**src/rtl/logic_pipe.sv**
```systemverilog
// Pipelined bitwise logic unit (AND/OR/XOR/ANDN) with per-stage valid/ready
// flow control; empty stages collapse so items advance even when the output stalls.
module logic_pipe #(
    parameter int WIDTH = 32,
    parameter int DEPTH = 3
) (
    input  logic                       clk,
    input  logic                       rst,
    input  logic                       in_valid,
    output logic                       in_ready,
    input  logic [1:0]                 in_op,
    input  logic [WIDTH-1:0]           in_a,
    input  logic [WIDTH-1:0]           in_b,
    output logic                       out_valid,
    input  logic                       out_ready,
    output logic [WIDTH-1:0]           out_c,
    output logic [$clog2(DEPTH+1)-1:0] occupancy
);

    localparam int OCC_W = $clog2(DEPTH+1);

    logic [WIDTH-1:0] result;
    logic [DEPTH-1:0] valid_reg;
    logic [DEPTH-1:0] valid_next;
    logic [DEPTH-1:0] src_valid;
    logic [WIDTH-1:0] data_reg [DEPTH];
    logic [WIDTH-1:0] src_data [DEPTH];
    logic [DEPTH:0]   ready;
    logic [OCC_W-1:0] occ_reg;
    logic [OCC_W-1:0] occ_next;

    always_comb begin
        case (in_op)
            2'b00:   result = in_a & in_b;
            2'b01:   result = in_a | in_b;
            2'b10:   result = in_a ^ in_b;
            default: result = in_a & ~in_b;
        endcase
    end

    // Each stage loads from its upstream neighbour; stage 0 loads the fresh result.
    genvar gi;
    generate
        for (gi = 0; gi < DEPTH; gi++) begin : g_src
            if (gi == 0) begin : g_head
                assign src_valid[gi] = in_valid;
                assign src_data[gi]  = result;
            end else begin : g_body
                assign src_valid[gi] = valid_reg[gi-1];
                assign src_data[gi]  = data_reg[gi-1];
            end
        end
    endgenerate

    // A stage may load when it is empty or when everything downstream can move.
    always_comb begin
        ready      = '0;
        valid_next = '0;
        occ_next   = '0;
        ready[DEPTH] = out_ready;
        for (int i = DEPTH - 1; i >= 0; i--) begin
            ready[i] = !valid_reg[i] | ready[i+1];
        end
        for (int i = 0; i < DEPTH; i++) begin
            valid_next[i] = ready[i] ? src_valid[i] : valid_reg[i];
            occ_next      = occ_next + OCC_W'(valid_next[i]);
        end
    end

    always_ff @(posedge clk) begin
        if (rst) begin
            valid_reg <= '0;
            occ_reg   <= '0;
            for (int i = 0; i < DEPTH; i++) begin
                data_reg[i] <= '0;
            end
        end else begin
            valid_reg <= valid_next;
            occ_reg   <= occ_next;
            for (int i = 0; i < DEPTH; i++) begin
                if (ready[i]) begin
                    data_reg[i] <= src_data[i];
                end
            end
        end
    end

    assign in_ready  = ready[0] & ~rst;
    assign out_valid = valid_reg[DEPTH-1];
    assign out_c     = data_reg[DEPTH-1];
    assign occupancy = occ_reg;

endmodule

```
**config.mk**
```make
export PLATFORM = sky130hd
export DESIGN_NAME = logic_pipe
export DESIGN_NICKNAME = d
export VERILOG_FILES = /design/src/rtl/logic_pipe.sv
export SDC_FILE = /design/constraint.sdc
export NUM_CORES = 1
export LEC_CHECK = 0
export CAP_MARGIN = 0
export CORE_MARGIN = 2
export CORE_UTILIZATION = 57
export DETAILED_ROUTE_END_ITERATION = 6
export GPL_TIMING_DRIVEN = 0
export PLACE_DENSITY = 0.84
export SETUP_SLACK_MARGIN = 0.3
export SYNTH_ARGS = -nofsm -noshare
export SYNTH_HDL_FRONTEND = slang
export SYNTH_SLANG_ARGS = --single-unit
```
**constraint.sdc**
```tcl
create_clock -name clk -period 5.47 [get_ports clk]
set_clock_uncertainty 0.15 [all_clocks]
set_input_delay 1.641 -clock clk [delete_from_list [all_inputs] [get_ports clk]]
set_output_delay 1.641 -clock clk [all_outputs]
set_load 0.005 [all_outputs]
```
==> flow_summary.ini, run 1 <==
[outcome]
outcome = finished clean

[global_route]
track_usage_pct = 20.10
grt_max_degree = 33
first_global_vias = 3793
antenna_found_initial = 0
grt-ovfl-total = 0
grt_pass1_wl_um = 17460

[cts]
path_clk_slew_ns = 0.08
clockBufferDepth = 2
clk_latency_ns = 0.36
cts_sinks = 101
root_buffer = clkbuf_8
cts_tree = done
htree_levels = 3
numCtsBuffers = 9

[die]
io_pins = 106
die_h_um = 104.7
design.die.area_um2 = 10960
start_util_pct = 58.83
rows = 36
die_w_um = 104.7
coreArea_um2 = 9819

[sta]
fin_crit_ns = 5.021
slew_headroom_pct = 16.35
hold_violations = 0
fmax_mhz = 199.2
final_min_period_over_clock_period_pct = 91.78
rsz0062_at_grt = no
setup-tns-final_ns = 0
worstMarginPinSlew_ns = 1.252
setup_viol_count_final = 0
drv_slew = 0

[cells_and_area]
largest_reg_flops = 96
synthToLayoutAreaGrowth_pct = 24.04
finish.utilization_pct = 72.97
num-fill-cells = 698
layout-drive-gt1-share_pct = 9.648
layout.nets = 755
antennaDiodeCount = 0

[route]
routed_wl_um = 10830
vias_per_cell = 4.869
drt-wirelength-per-cell_um = 13.78
vias = 3827
drtIter0Drc = 229
ant_nets = 0
first_pass_iters = 4
drc = 0

[logic_synthesis]
yosysWarnings = 0
avgSynthCellArea_um2 = 10.84
yosysUniqueCellTypes = 24
yosys_register_bits = 101
ys_async_sr_fraction_pct = 0
synth_edf_count = 96
netlist_area_um2 = 5777
synth-seq-area-share_pct = 51.64
syn_inst = 533
synth.net_count = 639
synth_ff_type = edfxtp_1

[pwr]
totalPowerFinal_mw = 1.542
peakVddDrop_uv = 120.7
p_per_area_nw_per_um2 = 215.2
p_leak_nw = 3.253

[worst_setup_path]
cp_data_required_time_ns = 3.68
start_kind = primary input
path_max_fanout = 10
path_class = primary input to output pin
crit_arrival_ns = 3.23
end_kind = output pin

[placed_design]
io_buffers = 105
gp_congestion = 0.8231
place_hpwl_um = 8302

[job]
maxCapViolations = 0

[hold_path]
hp-class = flop to flop
==> cell usage after synthesis (2+ instances only) <==
| library cell | instances | area [um2] |
|---|---|---|
| ha_1 | 35 | 437.9 |
| and2_1 | 94 | 588.1 |
| xor2_1 | 32 | 280.3 |
| nand3_1 | 2 | 10.01 |
| nor2b_1 | 32 | 200.2 |
| nor2_1 | 6 | 22.52 |
| clkbuf_1 | 12 | 45.04 |
| o21ai_1 | 5 | 25.02 |
| or3_1 | 32 | 200.2 |
| edfxtp_1 | 96 | 2883 |
| buf_6 | 9 | 101.4 |
| o21ai_0 | 27 | 135.1 |
| buf_2 | 4 | 20.02 |
| a21oi_1 | 34 | 170.2 |
| inv_1 | 68 | 255.2 |
| buf_4 | 32 | 240.2 |
| dfxtp_1 | 5 | 100.1 |
| and2_0 | 2 | 12.51 |
==> report_power, final <==
part	switching, mW	internal (mW)	leakage [nW]
clock	0.235	0.160	0.0756
sequential	0.0106	0.883	1.20
combinational	0.113	0.141	1.98
total	0.358	1.18	3.25
==> critical path, stage by stage <==
cell and delay [ns]:
clkdlybuf4s50_1 0.50, and3b_1 0.26, a21o_4 0.28, inv_2 0.07, buf_2 0.18, dlygate4sd2_1 0.28
==> routing by layer <==
layer | part of all wire, % | track usage (%)
met5 | 0 | 0
met4 | 1.6 | 6.762
met3 | 4.1 | 3.681
met2 | 53 | 36.55
met1 | 42 | 23.93
==> repair_timing <==
action                                  4_1_cts  5_1_grt
endpoints found under the setup margin        1        0
buffers inserted                              0        0
resized for setup                             2        0
hold buffers                                  0        0
==> final timing paths <==
check,from,endpoint,slack (ns),depth (start not counted)
hold / removal,data_reg[0][43]$_SDFFCE_PN0P_,data_reg[0][75]$_SDFFCE_PN0P_,0.37,1
hold reg to reg,data_reg[0][43]$_SDFFCE_PN0P_,data_reg[0][75]$_SDFFCE_PN0P_,0.37,1
setup reg to reg,valid_reg[2]$_SDFF_PP0_,data_reg[0][58]$_SDFFCE_PN0P_,3.27,2
setup / recovery,out_ready,in_ready,0.45,6
==> cell type report <==
class                      instances  area [um2]  share of cell area (%)
buffer                            58       411.6                   5.745
sequential                       101        2983                   41.63
inverter                          69       259.0                   3.614
clock inverter                     5       28.78                  0.4016
multi-input combinational        305        2140                   29.86
timing repair buffer             105        1050                   14.65
clock buffer                      10       127.6                   1.781
tap                              133       166.4                   2.322
==> placed cells by master, fill, tap and decap left out, types with 4 or more instances in the layout <==
master           count
o21ai_0             27
ha_1                35
or3_1               32
a21oi_1             34
clkbuf_1            13
nor2b_1             32
buf_6                9
inv_1               68
clkdlybuf4s50_1    104
nor2_1               6
and2_1              94
edfxtp_1            96
dfxtp_1              5
o21ai_1              5
buf_2                4
buf_4               32
xor2_1              32
clkbuf_8             9
==> stage by stage <==
| step | hold slack [ns] | cell area, um2 | setup slack, ns | cells |
|---|---|---|---|---|
| 3_3_place_gp | 0.3129 | 6994 | 0.2287 | 771 |
| 3_5_place_dp | 0.3543 | 6994 | 0.2052 | 771 |
| 4_1_cts | 0.3751 | 7156 | 0.5064 | 786 |
| 6_report | 0.3724 | 7166 | 0.4494 | 786 |
| 2_1_floorplan | 0.3018 | 5777 | 1.393 | 533 |
| 5_1_grt | 0.3936 | 7166 | 0.4113 | 786 |
==> cell families (layout without fill, tap and decap cells) <==
family | Yosys count | count (layout) | synth area share [%]
AND/OR/NAND/NOR | 170 | 170 | 18.11
adder cells (fa/ha/maj) | 36 | 36 | 7.927
buffers and inverters | 127 | 247 | 11.61
AO/OA/AOI/OAI | 67 | 67 | 5.870
XOR/XNOR | 32 | 32 | 4.852
flip-flops | 101 | 101 | 51.64
(Power assumes the default switching activity.)
==> run 2: changes to the inputs <==
RECOVER_POWER = 25   (was default)
==> run 2 against run 1 <==
Non-clock buffer count did not move. Sequential power barely moved. Die area did not move. Flip-flop and latch count did not move. Critical path depth did not move. Hold slack improved by 0.0017 ns. First-iteration DRC count rose by 3.5%. Worst setup slack got worse by 0.076 ns. Final cell count did not move. Critical endpoint unchanged. Via count fell by 1.0%. Core utilization fell by 0.31 points. Count of clock-buffer cells in the layout did not move. Critical path type unchanged. Highest routed layer unchanged.
==> flow_summary.ini, run 2 (synthesis gave the netlist of run 1 again) <==
[cts]
cts_resized = 2
clockBufferDepth = 2
htree_levels = 3
root_buffer = clkbuf_8
numCtsBuffers = 9
postCtsHoldBufs = 0
path_clk_slew_ns = 0.08
cts_sinks = 101
cts_tree = done
cts_setup_buffers = 0
clk_latency_ns = 0.36

[worst_setup_path]
crit_buf_inv = 4
ff2ff_path_depth = 2
end_kind = output pin
path_class = primary input to output pin
critPathTopFamily = buffers and inverters
start_kind = primary input
cpPeakStageDelay_ns = 0.57
crit_arrival_ns = 3.31
slowest_stage = dlygate4sd3_1
path_cells = dlygate4sd3_1 -> and3b_1 -> a21o_4 -> inv_1 -> buf_2 -> dlygate4sd2_1
startpoint = out_ready
path_max_fanout = 10
critical_path_depth = 6
timing.rr.start = valid_reg[2]$_SDFF_PP0_
cp_data_required_time_ns = 3.68

[global_route]
grt_max_degree = 33
track_usage_pct = 20.10
grt-ovfl-total = 0
first_global_vias = 3793
grt_pass1_wl_um = 17460
antenna_found_initial = 0

[pwr]
intPower_mw = 1.178
clockPowerShare_pct = 25.8
p_leak_nw = 3.340
p_per_area_nw_per_um2 = 215.2
power_frac_seq_pct = 58.2
peakVddDrop_uv = 120.5
p_comb_share_pct = 16.0
sw_frac_of_total_pct = 23.33
switching_power_mw = 0.3583

[die]
die_h_um = 104.7
die_w_um = 104.7
coreArea_um2 = 9819
design.die.area_um2 = 10960
start_util_pct = 58.83
io_pins = 106
rows = 36

[placed_design]
dpl_worst_slack_ns = 0.2052
gp_congestion = 0.8231
place_hpwl_um = 8302
io_buffers = 105
dp_cells = 771

[route]
met2_length_um = 5723
vias = 3787
drc = 0
routed_wl_um = 10780
drt-wirelength-per-cell_um = 13.72
met3WireLength_um = 395
met1Wirelength_um = 4513
first_pass_iters = 4
highest_layer = met4
drtIter0Drc = 237
vias_per_cell = 4.818
ant_nets = 0

[cells_and_area]
layout.nets = 755
antennaDiodeCount = 0
num-fill-cells = 704
layout.cells.non_filler = 786
layout-drive-gt1-share_pct = 8.882
final_cell_mix = edfxtp_1, and2_1, inv_1, clkdlybuf4s50_1, dlygate4sd3_1
synthToLayoutAreaGrowth_pct = 23.52
largest_reg_flops = 96
final_common_cell = edfxtp_1
finish.utilization_pct = 72.67

[sta]
fin_crit_ns = 5.096
rsz0062_at_grt = no
setup_slack_ns = 0.3739
drv_slew = 0
fmax_mhz = 196.2
hold_slack_ns = 0.3741
hold_violations = 0
setup_viol_count_final = 0
setup-tns-final_ns = 0
worstMarginPinSlew_ns = 1.255
final_min_period_over_clock_period_pct = 93.17
slew_headroom_pct = 16.12

[hold_path]
worstHoldStart = data_reg[0][45]$_SDFFCE_PN0P_
hold_depth = 1
hp-class = flop to flop

[outcome]
outcome = finished clean

[job]
maxCapViolations = 0
[run 2: cell types whose count changed in the layout (fill, tap and decap cells not counted), sizes merged]
cell | before | now
buf | 45 | 41
dlygate4sd3 | 0 | 36
clkdlybuf4s50 | 104 | 68
clkbuf | 23 | 27
[run 2: power by group through the flow]
| stage | clock network, mW | logic, mW | registers (mW) |
|---|---|---|---|
| after floorplan | 0 | 0.137 | 0.907 |
| after global placement | 0 | 0.240 | 0.909 |
| after detailed placement | 0 | 0.254 | 0.912 |
| after CTS | 0.407 | 0.255 | 0.894 |
| after global routing | 0.433 | 0.274 | 0.898 |
| final | 0.395 | 0.246 | 0.894 |
[run 2: layout make-up]
class / instances / area, um2 / area share (%)
Tap cell: 133 / 166.4 / 2.332
Sequential cell: 101 / 2983 / 41.80
Buffer: 58 / 381.6 / 5.348
Timing Repair Buffer: 105 / 1050 / 14.71
Inverter: 69 / 259.0 / 3.630
Clock buffer: 10 / 127.6 / 1.789
Clock inverter: 5 / 28.78 / 0.4033
Multi-Input combinational cell: 305 / 2140 / 29.98
[run 2: worst reg2reg max path, delay by kind of cell (launching register included)]
family | cells | cell delay [ns]
flip-flops | 1 | 0.40
AND/OR/NAND/NOR | 2 | 1.10
[run 2: stage by stage]
stage	cell area (um2)	power, mW
detailed placement	6994	1.166
CTS	7156	1.556
global route	7136	1.605
global placement	6994	1.149
finish	7136	1.536
floorplan	5777	1.044
[run 2: worst paths after layout]
path | slack (ns) | endpoint
max | 0.37 | in_ready
min | 0.37 | data_reg[0][77]$_SDFFCE_PN0P_
min reg2reg | 0.37 | data_reg[0][77]$_SDFFCE_PN0P_
max reg2reg | 3.28 | data_reg[0][57]$_SDFFCE_PN0P_
[run 2: layer usage]
| layer | vias to the layer above | global-route usage (%) |
|---|---|---|
| met2 | 86 | 36.55 |
| li1 | 1950 | - |
| met3 | 13 | 3.681 |
| met4 | 0 | 6.762 |
| met1 | 1738 | 23.93 |
| met5 | - | 0 |
